## src/rtl/bridge_sequencer_if.sv

```systemverilog
// Signal bundle between the I2C receive front end, the bridge sequencer and the SPI master.
// The sequencer uses the slave view; the driving environment uses the master view.
interface bridge_sequencer_if #(
    parameter int FIFO_DEPTH = 8
);
    localparam int LVL_W = $clog2(FIFO_DEPTH) + 1;

    logic [7:0]       rx_byte;
    logic             byte_valid;
    logic             is_addr_byte;
    logic             bus_active;
    logic             spi_start;
    logic [7:0]       spi_tx;
    logic             spi_busy;
    logic             spi_done;
    logic [3:0]       cs_n;
    logic             overflow;
    logic [LVL_W-1:0] fifo_level;
    logic             busy;

    modport slave (
        input  rx_byte, byte_valid, is_addr_byte, bus_active, spi_busy, spi_done,
        output spi_start, spi_tx, cs_n, overflow, fifo_level, busy
    );

    modport master (
        output rx_byte, byte_valid, is_addr_byte, bus_active, spi_busy, spi_done,
        input  spi_start, spi_tx, cs_n, overflow, fifo_level, busy
    );
endinterface

```

## src/rtl/bridge_sequencer.sv

```systemverilog
// I2C-to-SPI bridge control: tagged byte FIFO, command-byte chip-select decode,
// and SPI frame sequencing with chip-select setup/hold timing.
module bridge_sequencer #(
    parameter int FIFO_DEPTH   = 8,
    parameter int CS_SETUP_CYC = 4,
    parameter int CS_HOLD_CYC  = 4
) (
    input  logic                  clk,
    input  logic                  rst,
    bridge_sequencer_if.slave     bus
);
    localparam int AW      = $clog2(FIFO_DEPTH);
    localparam int LVL_W   = AW + 1;
    localparam int CNT_MAX = (CS_SETUP_CYC > CS_HOLD_CYC) ? CS_SETUP_CYC : CS_HOLD_CYC;
    localparam int CNT_W   = $clog2(CNT_MAX + 1);

    typedef enum logic [2:0] {
        ST_IDLE  = 3'd0,
        ST_SETUP = 3'd1,
        ST_ISSUE = 3'd2,
        ST_WAIT  = 3'd3,
        ST_HOLD  = 3'd4
    } state_t;

    logic [8:0]       mem_q [FIFO_DEPTH];
    logic [AW-1:0]    wr_ptr_q, rd_ptr_q;
    logic [LVL_W-1:0] level_q, level_d;
    logic             overflow_q, overflow_d;
    state_t           state_q, state_d;
    logic [CNT_W-1:0] cnt_q, cnt_d;
    logic [1:0]       cs_sel_q, cs_sel_d;
    logic [7:0]       tx_q, tx_d;
    logic             start_q, start_d;
    logic [3:0]       cs_n_q, cs_n_d;
    logic             busy_q, busy_d;

    logic             empty_s, full_s, push_s, pop_s, head_cmd_s;
    logic [8:0]       head_s;

    assign empty_s    = (level_q == LVL_W'(0));
    assign full_s     = (level_q == LVL_W'(FIFO_DEPTH));
    assign head_s     = mem_q[rd_ptr_q];
    assign head_cmd_s = head_s[8];
    // A simultaneous pop frees the slot, so a full FIFO can still accept.
    assign push_s     = bus.byte_valid && (!full_s || pop_s);

    // FIFO storage; entries are {is_cmd, byte}.
    always_ff @(posedge clk) begin
        if (push_s) begin
            mem_q[wr_ptr_q] <= {bus.is_addr_byte, bus.rx_byte};
        end
    end

    // Occupancy and sticky overflow next-state; a dropped push wins over a command clear.
    always_comb begin
        level_d    = level_q;
        overflow_d = overflow_q;
        case ({push_s, pop_s})
            2'b10:   level_d = level_q + LVL_W'(1);
            2'b01:   level_d = level_q - LVL_W'(1);
            default: level_d = level_q;
        endcase
        if (bus.byte_valid && !push_s) begin
            overflow_d = 1'b1;
        end else if (bus.byte_valid && bus.is_addr_byte) begin
            overflow_d = 1'b0;
        end else begin
            overflow_d = overflow_q;
        end
    end

    // Frame sequencer next-state and output decisions.
    always_comb begin
        state_d  = state_q;
        cnt_d    = cnt_q;
        cs_sel_d = cs_sel_q;
        tx_d     = tx_q;
        start_d  = 1'b0;
        pop_s    = 1'b0;
        case (state_q)
            ST_IDLE: begin
                if (!empty_s) begin
                    if (head_cmd_s) begin
                        pop_s    = 1'b1;
                        cs_sel_d = head_s[1:0];
                    end else begin
                        cs_sel_d = cs_sel_q;
                    end
                    cnt_d   = CNT_W'(0);
                    state_d = ST_SETUP;
                end else begin
                    state_d = ST_IDLE;
                end
            end
            ST_SETUP: begin
                if (cnt_q == CNT_W'(CS_SETUP_CYC - 1)) begin
                    state_d = ST_ISSUE;
                end else begin
                    cnt_d = cnt_q + CNT_W'(1);
                end
            end
            ST_ISSUE: begin
                if (!empty_s && head_cmd_s) begin
                    cnt_d   = CNT_W'(0);
                    state_d = ST_HOLD;
                end else if (!empty_s && !bus.spi_busy) begin
                    pop_s   = 1'b1;
                    tx_d    = head_s[7:0];
                    start_d = 1'b1;
                    state_d = ST_WAIT;
                end else if (empty_s && !bus.bus_active) begin
                    cnt_d   = CNT_W'(0);
                    state_d = ST_HOLD;
                end else begin
                    state_d = ST_ISSUE;
                end
            end
            ST_WAIT: begin
                if (bus.spi_done) begin
                    state_d = ST_ISSUE;
                end else begin
                    state_d = ST_WAIT;
                end
            end
            ST_HOLD: begin
                if (cnt_q == CNT_W'(CS_HOLD_CYC - 1)) begin
                    state_d = ST_IDLE;
                end else begin
                    cnt_d = cnt_q + CNT_W'(1);
                end
            end
            default: begin
                state_d = ST_IDLE;
            end
        endcase
    end

    // Registered chip-select and busy follow the state being entered.
    always_comb begin
        cs_n_d = 4'hF;
        case (state_d)
            ST_SETUP, ST_ISSUE, ST_WAIT, ST_HOLD: cs_n_d = ~(4'b0001 << cs_sel_d);
            default:                             cs_n_d = 4'hF;
        endcase
        busy_d = (state_d != ST_IDLE) || (level_d != LVL_W'(0));
    end

    // State, pointers and registered outputs.
    always_ff @(posedge clk or posedge rst) begin
        if (rst) begin
            wr_ptr_q   <= AW'(0);
            rd_ptr_q   <= AW'(0);
            level_q    <= LVL_W'(0);
            overflow_q <= 1'b0;
            state_q    <= ST_IDLE;
            cnt_q      <= CNT_W'(0);
            cs_sel_q   <= 2'd0;
            tx_q       <= 8'h00;
            start_q    <= 1'b0;
            cs_n_q     <= 4'hF;
            busy_q     <= 1'b0;
        end else begin
            if (push_s) begin
                wr_ptr_q <= wr_ptr_q + AW'(1);
            end
            if (pop_s) begin
                rd_ptr_q <= rd_ptr_q + AW'(1);
            end
            level_q    <= level_d;
            overflow_q <= overflow_d;
            state_q    <= state_d;
            cnt_q      <= cnt_d;
            cs_sel_q   <= cs_sel_d;
            tx_q       <= tx_d;
            start_q    <= start_d;
            cs_n_q     <= cs_n_d;
            busy_q     <= busy_d;
        end
    end

    assign bus.spi_start  = start_q;
    assign bus.spi_tx     = tx_q;
    assign bus.cs_n       = cs_n_q;
    assign bus.overflow   = overflow_q;
    assign bus.fifo_level = level_q;
    assign bus.busy       = busy_q;
endmodule

```

## src/flat_wrapper.sv

```systemverilog
// flat-port wrapper written by rule: the top's interface ports become plain ports
module bridge_sequencer_flat 
#(
    parameter int FIFO_DEPTH   = 8,
    parameter int CS_SETUP_CYC = 4,
    parameter int CS_HOLD_CYC  = 4
)
  (clk, rst, bus_rx_byte, bus_byte_valid, bus_is_addr_byte, bus_bus_active, bus_spi_busy, bus_spi_done, bus_spi_start, bus_spi_tx, bus_cs_n, bus_overflow, bus_fifo_level, bus_busy);
  bridge_sequencer_if #(.FIFO_DEPTH(FIFO_DEPTH)) bus_i ();
  input  logic clk;
  input  logic rst;
  input wire logic [$bits(bus_i.rx_byte)-1:0] bus_rx_byte;
  input wire logic [$bits(bus_i.byte_valid)-1:0] bus_byte_valid;
  input wire logic [$bits(bus_i.is_addr_byte)-1:0] bus_is_addr_byte;
  input wire logic [$bits(bus_i.bus_active)-1:0] bus_bus_active;
  input wire logic [$bits(bus_i.spi_busy)-1:0] bus_spi_busy;
  input wire logic [$bits(bus_i.spi_done)-1:0] bus_spi_done;
  output wire logic [$bits(bus_i.spi_start)-1:0] bus_spi_start;
  output wire logic [$bits(bus_i.spi_tx)-1:0] bus_spi_tx;
  output wire logic [$bits(bus_i.cs_n)-1:0] bus_cs_n;
  output wire logic [$bits(bus_i.overflow)-1:0] bus_overflow;
  output wire logic [$bits(bus_i.fifo_level)-1:0] bus_fifo_level;
  output wire logic [$bits(bus_i.busy)-1:0] bus_busy;
  assign bus_i.rx_byte = bus_rx_byte;
  assign bus_i.byte_valid = bus_byte_valid;
  assign bus_i.is_addr_byte = bus_is_addr_byte;
  assign bus_i.bus_active = bus_bus_active;
  assign bus_i.spi_busy = bus_spi_busy;
  assign bus_i.spi_done = bus_spi_done;
  assign bus_spi_start = bus_i.spi_start;
  assign bus_spi_tx = bus_i.spi_tx;
  assign bus_cs_n = bus_i.cs_n;
  assign bus_overflow = bus_i.overflow;
  assign bus_fifo_level = bus_i.fifo_level;
  assign bus_busy = bus_i.busy;
  bridge_sequencer #(.FIFO_DEPTH(FIFO_DEPTH), .CS_SETUP_CYC(CS_SETUP_CYC), .CS_HOLD_CYC(CS_HOLD_CYC)) u_core (.clk(clk), .rst(rst), .bus(bus_i));
endmodule
```

## config.mk

```make
export PLATFORM = sky130hd
export DESIGN_NAME = bridge_sequencer_flat
export DESIGN_NICKNAME = d
export VERILOG_FILES = /design/src/rtl/bridge_sequencer_if.sv /design/src/rtl/bridge_sequencer.sv /design/src/flat_wrapper.sv
export SDC_FILE = /design/constraint.sdc
export NUM_CORES = 1
export LEC_CHECK = 0
export ABC_AREA = 1
export BUFFER_PORTS_ARGS = -buffer_cell sky130_fd_sc_hd__buf_2
export CORE_MARGIN = 5
export CORE_UTILIZATION = 60
export DETAILED_ROUTE_END_ITERATION = 16
export PLACE_DENSITY = 0.83
export SYNTH_ARGS = -nofsm -noshare
export SYNTH_HDL_FRONTEND = slang
export SYNTH_SLANG_ARGS = --single-unit
```

## constraint.sdc

```tcl
create_clock -name clk -period 3.08 [get_ports clk]
set_input_delay 0.616 -clock clk [delete_from_list [all_inputs] [get_ports clk]]
set_output_delay 0.616 -clock clk [all_outputs]
set_load 0.02 [all_outputs]
```

==> impl_metrics.py, run 1 <==
metrics = {
    "outcome": {
        "status": "completed",
    },
    "finish": {
        "design_area_sq_mm": 0.00515,
        "filler_cell_count": 571,
        "nNetsFinal": 492,
        "finalNonFillerCells": 577,
        "final_common_cell": "nand2_1",
        "drive_gt1_share_pct": 19.2,
        "syn_to_final_growth_pct": 12.0,
        "num_antenna_cells": 0,
        "final_cell_mix": "80 x nand2_1, 72 x edfxtp_1, 56 x nor2_1",
    },
    "grt": {
        "antenna_found_initial": 0,
        "overflow": 0,
        "grt_pass1_vias": 3018,
        "grt_pass1_wl_um": 14900,
        "grtUsageTotal_pct": 20.0,
        "grt_max_degree": 36,
    },
    "worst_setup_path": {
        "reg2reg_from": "u_core.rd_ptr_q[0]",
        "cp-end-kind": "flip-flop",
        "start_kind": "flip-flop",
        "crit_top_cell": "nand3_1",
        "slowest_stage": "dfrtp_2",
        "cp_max_fo": 10,
        "reg2reg_slack_ns": 0.36,
        "slowest_delay_ns": 0.46,
        "path_class": "flip-flop to flip-flop",
        "critPathBufInv": 1,
        "rr_worst_depth": 17,
        "cp_data_arrival_time_ns": 2.97,
        "crit_required_ns": 3.33,
        "worstPathCellList": "inv_2 -> nand2_1 -> nand3_1 -> nand3_2 -> nand2_2 -> nand3_4 -> nand3_4 -> nand2_4 -> ha_2 -> xor2_2 -> ha_1 -> nand2_1 -> o21ai_0 -> nor2_1 -> nand3_1 -> nor2_1 -> nand3_1",
        "cp_top_family": "simple AND/OR/NAND/NOR gates",
        "r2r_end": "u_core.bus.busy",
    },
    "placement": {
        "finalWeightedCongestion": 0.859,
        "place_ws_ns": 0.260,
        "dp.cells": 561,
        "port_buffers": 33,
        "hpwl_um": 6100,
        "dpl_cell_area_sq_mm": 0.00492,
    },
    "logic_synthesis": {
        "synth_seq_area_share_pct": 65.1,
        "synth_cell_type_count": 34,
        "postSynthCellCount": 424,
        "yosys-top-cells-area": "edfxtp_1 47%, dfrtp_1 16%, nand2_1 6.5%, nor2_1 4.6%, o21ai_0 4.2%",
        "synth_warnings": 0,
        "synth_top_area_share_pct": 47.0,
        "yosys.area.top_type": "edfxtp_1",
        "ys_seq_elements": 105,
        "synth_area_per_cell_sq_um": 10.8,
        "syn_nets": 446,
        "synth_area_sq_mm": 0.00460,
    },
    "routing": {
        "wire_per_inst_um": 15.5,
        "wirelength_um": 8950,
        "drcViolationCount": 0,
        "avgViaCountPerCell": 5.47,
        "drt_iter0_markers": 263,
        "dr.pass1.iters": 5,
        "via_count": 3155,
        "postRouteAntennaNets": 0,
    },
    "cts": {
        "path_clk_slew_ns": 0.10,
        "cts_setup_buffers": 0,
        "cts_buffers": 9,
        "cts.sinks": 105,
        "cts_tree": "done",
        "clock_path_buffers": 2,
        "insertion_delay_ns": 0.37,
        "cts_max_level": 3,
        "cts_root_buffer": "clkbuf_8",
    },
    "timing": {
        "grt_setup_unrepaired": "false",
        "setup_tns_ns": 0,
        "max_slew.worst_pin.slew_ns": 0.621,
        "slew_headroom_pct": 58.5,
        "final_hold_viol_count": 0,
        "fin_crit_sh_pct": 88.3,
        "setup_viol": 0,
        "clock_skew_ns": 0.0103,
        "period_needed_ns": 2.72,
        "fmax_ghz": 0.368,
        "maxSlewViolCount": 0,
        "setup_ws_ns": 0.361,
    },
    "power_and_ir_drop": {
        "power.density_mw_per_mm2": 985,
        "leakage_nw": 2.14,
        "p_comb_share_pct": 41.5,
        "pwr-share-clk_pct": 17.6,
        "switching_share_pct": 41.5,
        "switching_power_mw": 2.11,
        "pwr-share-seq_pct": 40.9,
        "ir_drop_mv": 0.329,
        "p_int_mw": 2.96,
    },
    "floorplan": {
        "die_y_um": 97.5,
        "fp.coreArea_sq_mm": 0.00761,
        "dieArea_sq_mm": 0.00951,
        "initial_core_util_pct": 60.4,
        "die_w_um": 97.5,
        "io_pins": 34,
        "num_rows": 32,
    },
    "min_path": {
        "hold_class": "primary input to asynchronous set/reset pin",
    },
    "job": {
        "cap_violations": 0,
    },
}
[kinds of logic (layout without fill, tap and decap cells)]
family / after synthesis / count (layout) / synth area share [%]
xor gates and xnor gates: 5 / 5 / 0.953
AOI/OAI and AO/OA: 67 / 67 / 8.14
and+or+nand+nor: 185 / 185 / 18.5
DFF: 105 / 105 / 65.1
adders and majority gates: 7 / 7 / 1.91
buffers and inverters: 55 / 106 / 5.36
[flip-flops by register name, indices dropped and copies added, names as in the netlist]
name / count
u_core.bus.spi_start: 1
u_core.state_q: 3
u_core.wr_ptr_q: 3
u_core.bus.cs_n: 4
u_core.cnt_q: 3
u_core.bus.busy: 1
u_core.mem_q: 72
u_core.rd_ptr_q: 3
u_core.bus.spi_tx: 8
u_core.cs_sel_q: 2
u_core.bus.overflow: 1
u_core.bus.fifo_level: 4
[synthesized netlist by cell type, drive strengths merged]
cell    number
dfstp        4
buf          9
ha           7
xor2         3
edfxtp      72
nand4        3
o21ai       41
nor2        56
nand3       36
nor3         4
inv         40
o211ai       2
o22ai       12
nor4         1
nand2       84
clkinv       2
dfrtp       29
or2          1
a21oi        6
o21a         6
xnor2        2
clkbuf       4
[layer usage]
metal	up-vias	track usage, %	wire (um)
li1	1534	-	-
met1	1491	26.1	3720
met2	120	32.8	4440
met3	10	5.67	682
met4	0	5.54	106
met5	-	0	0
[power groups by stage]
stage / Clock (mW) / Sequential [mW] / Combinational [mW]
3_5_place_dp: 0 / 2.10 / 2.08
4_1_cts: 0.908 / 2.07 / 2.10
6_report: 0.893 / 2.07 / 2.10
3_3_place_gp: 0 / 2.08 / 2.01
5_1_grt: 0.977 / 2.12 / 2.37
2_1_floorplan: 0 / 2.16 / 1.42
[worst max path at each step]
stage	from	end	slack (ns)	cells after the start
after floorplan	u_core.bus.fifo_level[0]	u_core.bus.busy	0.53	16
after global placement	bus_spi_busy	u_core.bus.busy	0.42	14
after detailed placement	u_core.rd_ptr_q[2]	u_core.bus.busy	0.26	15
after CTS	u_core.rd_ptr_q[2]	u_core.bus.busy	0.18	15
after global routing	u_core.rd_ptr_q[0]	u_core.bus.busy	0.04	16
final	u_core.rd_ptr_q[0]	u_core.bus.busy	0.36	17
[repair_timing]
| item | 4_1_cts | 5_1_grt |
|---|---|---|
| hold buffers | 0 | 0 |
| endpoints found under the setup margin | 0 | 1 |
| resized for setup | 0 | 4 |
| endpoints found under the hold margin | 0 | 0 |
[per-stage QoR]
step | utilization [%] | power, mW | hold WS [ns]
6_report | 67.7 | 5.07 | 0.301
5_1_grt | 67.7 | 5.46 | 0.359
4_1_cts | 67.5 | 5.07 | 0.312
3_5_place_dp | 64.6 | 4.18 | 0.479
3_3_place_gp | 64.6 | 4.08 | 0.465
2_1_floorplan | - | 3.58 | 0.453
[area by class of cell]
cell class	count	area (sq um)	area share, %
clock buffers	9	124	2.41
clock inverters	7	93.8	1.82
inverters	42	163	3.16
multi-input cells	264	1370	26.5
flip-flops and latches	105	3000	58.2
well taps	102	128	2.48
repair buffers	48	278	5.40
Note: power is estimated with default switching activity, not from simulation.
==> run 2, diff against run 1 <==
--- a/config.mk
+++ b/config.mk
@@ -10,7 +10,7 @@
 export CORE_MARGIN = 5
 export CORE_UTILIZATION = 60
 export DETAILED_ROUTE_END_ITERATION = 16
-export PLACE_DENSITY = 0.83
+export PLACE_DENSITY = 0.9
 export SYNTH_ARGS = -nofsm -noshare
 export SYNTH_HDL_FRONTEND = slang
 export SYNTH_SLANG_ARGS = --single-unit
==> run 2 against run 1 <==
Net effect: largest cell class unchanged; die area stayed put; clock-buffer cell count up 2; critical endpoint unchanged; critical path depth unchanged; sequential power barely moved; worst setup slack got worse by 0.098 ns; fmax is 3.5% lower; core utilization about the same; wire length increased by 4.6%; final cell count rose by 0.17%; critical path type unchanged; clock power rose by 2%; register-to-register slack got worse by 0.098 ns; global-route usage increased by 0.68 points.
==> impl_metrics.py, run 2 (same netlist as run 1, synthesis figures left out) <==
metrics = {
    "worst_setup_path": {
        "crit_top_cell": "nand3_1",
        "cp_top_family": "simple AND/OR/NAND/NOR gates",
        "worstPathCellList": "inv_4 -> nand2_1 -> nand3_1 -> nand3_2 -> nand2_2 -> nand3_4 -> nand3_4 -> nand2_4 -> ha_1 -> xor2_1 -> ha_1 -> nand2_1 -> o21ai_0 -> nor2_1 -> nand3_1 -> nor2_1 -> nand3_1",
        "cp_max_fo": 15,
        "start_kind": "flip-flop",
        "path_class": "flip-flop to flip-flop",
        "critPathBufInv": 1,
        "slowest_stage": "dfrtp_2",
        "slowest_delay_ns": 0.49,
        "cp_data_arrival_time_ns": 3.06,
        "crit_required_ns": 3.33,
        "cp-end-kind": "flip-flop",
    },
    "cts": {
        "clock_path_buffers": 2,
        "cts_buffers": 9,
        "cts.sinks": 105,
        "path_clk_slew_ns": 0.10,
        "cts_hold_buf": 0,
        "cts_max_level": 3,
        "cts_root_buffer": "clkbuf_8",
        "insertion_delay_ns": 0.37,
        "cts_tree": "done",
    },
    "outcome": {
        "status": "completed",
    },
    "routing": {
        "drt_iter0_markers": 302,
        "drcViolationCount": 0,
        "wire_per_inst_um": 16.2,
        "avgViaCountPerCell": 5.58,
        "via_count": 3227,
        "postRouteAntennaNets": 0,
        "wirelength_um": 9360,
        "dr.pass1.iters": 5,
    },
    "placement": {
        "dpl_cell_area_sq_mm": 0.00492,
        "place_ws_ns": 0.223,
        "dp.cells": 562,
        "hpwl_um": 6080,
        "port_buffers": 33,
        "finalWeightedCongestion": 0.788,
    },
    "timing": {
        "setup_ws_ns": 0.263,
        "fmax_ghz": 0.355,
        "maxSlewViolCount": 0,
        "slew_headroom_pct": 71.7,
        "grt_setup_unrepaired": "false",
        "fin_crit_sh_pct": 91.5,
        "setup_viol": 0,
        "period_needed_ns": 2.82,
        "final_hold_viol_count": 0,
        "clock_skew_ns": 0.0178,
        "max_slew.worst_pin.slew_ns": 0.424,
        "setup_tns_ns": 0,
    },
    "grt": {
        "grt_max_degree": 34,
        "grtUsageTotal_pct": 20.6,
        "antenna_found_initial": 0,
        "grt_pass1_wl_um": 15400,
        "overflow": 0,
        "grt_pass1_vias": 3215,
    },
    "floorplan": {
        "dieArea_sq_mm": 0.00951,
        "initial_core_util_pct": 60.4,
        "die_w_um": 97.5,
        "num_rows": 32,
        "io_pins": 34,
        "die_y_um": 97.5,
        "fp.coreArea_sq_mm": 0.00761,
    },
    "finish": {
        "final_common_cell": "nand2_1",
        "nNetsFinal": 493,
        "drive_gt1_share_pct": 18.5,
        "num_antenna_cells": 0,
        "finalNonFillerCells": 578,
        "largest_reg_flops": 72,
        "top_register": "u_core.mem_q",
        "design_area_sq_mm": 0.00515,
        "final_cell_mix": "80 x nand2_1, 72 x edfxtp_1, 56 x nor2_1",
        "syn_to_final_growth_pct": 12.0,
    },
    "power_and_ir_drop": {
        "power_mw": 5.08,
        "leakage_nw": 2.15,
        "power.density_mw_per_mm2": 986,
        "ir_drop_mv": 0.394,
    },
    "job": {
        "cap_violations": 0,
    },
    "min_path": {
        "hold_class": "primary input to asynchronous set/reset pin",
    },
}
-- run 2: final cells by class --
cell class,instances,area [sq um]
well taps,102,128
fillers,517,2460
flip-flops and latches,105,2990
clock inverters,5,65.1
inverters,42,165
clock buffers,11,153
multi-input cells,264,1360
repair buffers,49,285
-- run 2: final timing paths --
check / cells past startpoint / endpoint / startpoint / slack, ns
hold reg to reg: 2 / u_core.bus.spi_tx[1] / u_core.bus.spi_tx[1] / 0.49
setup / recovery: 17 / u_core.bus.busy / u_core.rd_ptr_q[0] / 0.26
hold / removal: 3 / u_core.wr_ptr_q[2] / rst / 0.31
min in group clk: 2 / u_core.bus.spi_tx[1] / u_core.bus.spi_tx[1] / 0.49
setup reg to reg: 17 / u_core.bus.busy / u_core.rd_ptr_q[0] / 0.26
max in group asynchronous: 3 / u_core.bus.cs_n[2] / rst / 2.42
-- run 2: metrics by stage --
stage,utilization (%),hold slack [ns]
final,67.6,0.312
after global routing,67.6,0.343
after CTS,67.6,0.326
after detailed placement,64.7,0.475
after global placement,64.7,0.468
after floorplan,-,0.453
-- run 2: worst register-to-register path: stages (launching register included) --
cell and delay, ns:
dfrtp_2 0.49, inv_4 0.16, nand2_1 0.07, nand3_1 0.09, nand3_2 0.14, nand2_2 0.12
nand3_4 0.14, nand3_4 0.14, nand2_4 0.10, ha_1 0.23, xor2_1 0.23, ha_1 0.28
nand2_1 0.07, o21ai_0 0.10, nor2_1 0.10, nand3_1 0.08, nor2_1 0.10, nand3_1 0.07
-- run 2: what timing repair did --
item,4_1_cts,5_1_grt
endpoints found under the setup margin,0,1
buffers inserted,0,0
resized for setup,0,2
-- run 2: report_power, final --
part / switching [mW] / total [mW] / internal (mW)
Clock: 0.474 / 0.912 / 0.438
Combinational: 1.39 / 2.09 / 0.706
Sequential: 0.209 / 2.07 / 1.86
-- run 2: layer usage --
metal	global-route usage (%)	vias up	share of wire, %
met3	4.88	12	6.7
met2	35.4	128	52
met5	0	-	0
met1	25.3	1554	40
met4	8.09	0	1.5
li1	-	1533	-
==> run 3, diff against run 2 <==
--- a/config.mk
+++ b/config.mk
@@ -10,7 +10,7 @@
 export CORE_MARGIN = 5
 export CORE_UTILIZATION = 60
 export DETAILED_ROUTE_END_ITERATION = 16
-export PLACE_DENSITY = 0.9
+export PLACE_DENSITY = 0.79
 export SYNTH_ARGS = -nofsm -noshare
 export SYNTH_HDL_FRONTEND = slang
 export SYNTH_SLANG_ARGS = --single-unit
==> run 3 against run 2 <==
Net effect: sequential power hardly changed; final cell count stayed put; hold slack hardly changed; register-to-register slack better by 0.08 ns; sequential share of layout area is 0.30 points higher; total power is 2.7% lower; final area is 0.56% lower; worst setup slack better by 0.076 ns; non-clock buffer count stayed put; combinational power hardly changed; clock power is 11% lower; wire length is 5.0% lower; critical endpoint unchanged; highest routed layer unchanged.
==> impl_metrics.py, run 3 (same netlist as run 1, synthesis figures left out) <==
metrics = {
    "timing": {
        "maxSlewViolCount": 0,
        "holdWs_ns": 0.312,
        "setup_ws_ns": 0.339,
        "fin_crit_sh_pct": 89.0,
        "clock_skew_ns": 0.0138,
        "final_hold_viol_count": 0,
        "slew_headroom_pct": 72.8,
        "fmax_ghz": 0.365,
        "setup_tns_ns": 0,
        "grt_setup_unrepaired": "false",
        "period_needed_ns": 2.74,
        "max_slew.worst_pin.slew_ns": 0.408,
        "setup_viol": 0,
    },
    "floorplan": {
        "die_y_um": 97.5,
        "io_pins": 34,
        "fp.coreArea_sq_mm": 0.00761,
        "initial_core_util_pct": 60.4,
        "die_w_um": 97.5,
        "num_rows": 32,
        "dieArea_sq_mm": 0.00951,
    },
    "finish": {
        "final_cell_mix": "80 x nand2_1, 72 x edfxtp_1, 56 x nor2_1",
        "finalNonFillerCells": 578,
        "nNetsFinal": 493,
        "top_register": "u_core.mem_q",
        "final_common_cell": "nand2_1",
        "largest_reg_flops": 72,
        "syn_to_final_growth_pct": 11.4,
        "filler_cell_count": 563,
        "num_antenna_cells": 0,
        "drive_gt1_share_pct": 18.5,
    },
    "cts": {
        "insertion_delay_ns": 0.36,
        "clock_path_buffers": 2,
        "path_clk_slew_ns": 0.11,
        "cts.sinks": 105,
        "cts_hold_buf": 0,
        "ctsResizeCount": 0,
        "cts_setup_buffers": 0,
        "cts_root_buffer": "clkbuf_8",
        "cts_tree": "done",
        "cts_buffers": 9,
        "cts_max_level": 3,
    },
    "worst_setup_path": {
        "r2r_end": "u_core.bus.busy",
        "reg2reg_slack_ns": 0.34,
        "cp_data_arrival_time_ns": 2.98,
        "crit_required_ns": 3.32,
        "reg2reg_from": "u_core.rd_ptr_q[0]",
        "path_class": "flip-flop to flip-flop",
        "cp-end-kind": "flip-flop",
        "rr_worst_depth": 17,
        "start_kind": "flip-flop",
        "cp_max_fo": 10,
    },
    "outcome": {
        "status": "completed",
    },
    "routing": {
        "wl_met2_um": 4440,
        "wirelength_um": 8900,
        "avgViaCountPerCell": 5.38,
        "wl_met3_um": 600,
        "wirelength_met1_um": 3740,
        "drcViolationCount": 0,
        "dr.pass1.iters": 4,
        "wire_per_inst_um": 15.4,
        "via_count": 3108,
        "postRouteAntennaNets": 0,
        "top_layer_used": "met4",
        "drt_iter0_markers": 188,
    },
    "job": {
        "cap_violations": 0,
    },
    "placement": {
        "finalWeightedCongestion": 0.840,
        "hpwl_um": 5890,
        "dp.cells": 562,
        "port_buffers": 33,
        "place_ws_ns": 0.366,
    },
    "min_path": {
        "hold_class": "primary input to asynchronous set/reset pin",
    },
    "grt": {
        "grt_max_degree": 36,
        "antenna_found_initial": 0,
        "grtUsageTotal_pct": 19.6,
        "overflow": 0,
        "grt_pass1_wl_um": 14500,
        "grt_pass1_vias": 2908,
    },
    "power_and_ir_drop": {
        "leakage_nw": 2.14,
        "power_mw": 4.94,
        "ir_drop_mv": 0.392,
        "power.density_mw_per_mm2": 965,
    },
}
==> run 3: cell count changes in the layout (fill, tap and decap cells not counted), sizes merged <==
cell | before | now
clkinv | 2 | 4
clkinvlp | 0 | 1
clkbuf | 11 | 9
bufinv | 1 | 0
==> run 3: layer usage <==
| metal | vias to the layer above | GRT usage [%] |
|---|---|---|
| met5 | - | 0 |
| met4 | 0 | 6.50 |
| met3 | 10 | 3.95 |
| met2 | 105 | 32.3 |
| met1 | 1452 | 26.1 |
| li1 | 1541 | - |
==> run 3: worst max path at each step <==
| stage | cells past startpoint | slack, ns | from | end |
|---|---|---|---|---|
| after global routing | 17 | 0.08 | u_core.rd_ptr_q[0] | u_core.bus.busy |
| final | 17 | 0.34 | u_core.rd_ptr_q[0] | u_core.bus.busy |
| after floorplan | 16 | 0.53 | u_core.bus.fifo_level[0] | u_core.bus.busy |
| after global placement | 14 | 0.44 | bus_spi_busy | u_core.bus.busy |
| after detailed placement | 17 | 0.37 | u_core.rd_ptr_q[0] | u_core.bus.busy |
| after CTS | 17 | 0.33 | u_core.rd_ptr_q[0] | u_core.bus.busy |
==> run 3: power by group <==
part | leakage (nW) | internal (mW) | switching [mW]
sequential | 1.06 | 1.86 | 0.198
clock | 0.0968 | 0.316 | 0.495
combinational | 0.987 | 0.705 | 1.37
total | 2.14 | 2.88 | 2.06
==> run 3: layout make-up <==
| cell class | count | area (sq um) | area share, % |
|---|---|---|---|
| Inverter | 42 | 163 | 3.18 |
| Timing Repair Buffer | 49 | 285 | 5.57 |
| Multi-Input combinational cell | 264 | 1360 | 26.5 |
| Tap cell | 102 | 128 | 2.49 |
| Clock buffer | 9 | 124 | 2.42 |
| Clock inverter | 7 | 68.8 | 1.34 |
| Sequential cell | 105 | 2990 | 58.5 |
==> run 3: critical path, cell delays in order (launching register included) <==
cell	delay, ns
dfrtp_1	0.45
inv_2	0.13
nand2_1	0.07
nand3_1	0.08
nand3_2	0.12
nand2_2	0.11
nand3_4	0.14
nand3_4	0.14
nand2_4	0.10
ha_1	0.23
xor2_1	0.23
ha_1	0.28
nand2_1	0.06
o21ai_0	0.09
nor2_1	0.12
nand3_1	0.08
nor2_1	0.11
nand3_1	0.07
==> run 3: stage by stage <==
| stage | instance area, sq um | util (%) |
|---|---|---|
| after floorplan | 4600 | - |
| after global placement | 4920 | 64.7 |
| after detailed placement | 4920 | 64.7 |
| after CTS | 5120 | 67.3 |
| after global routing | 5120 | 67.3 |
| final | 5120 | 67.3 |
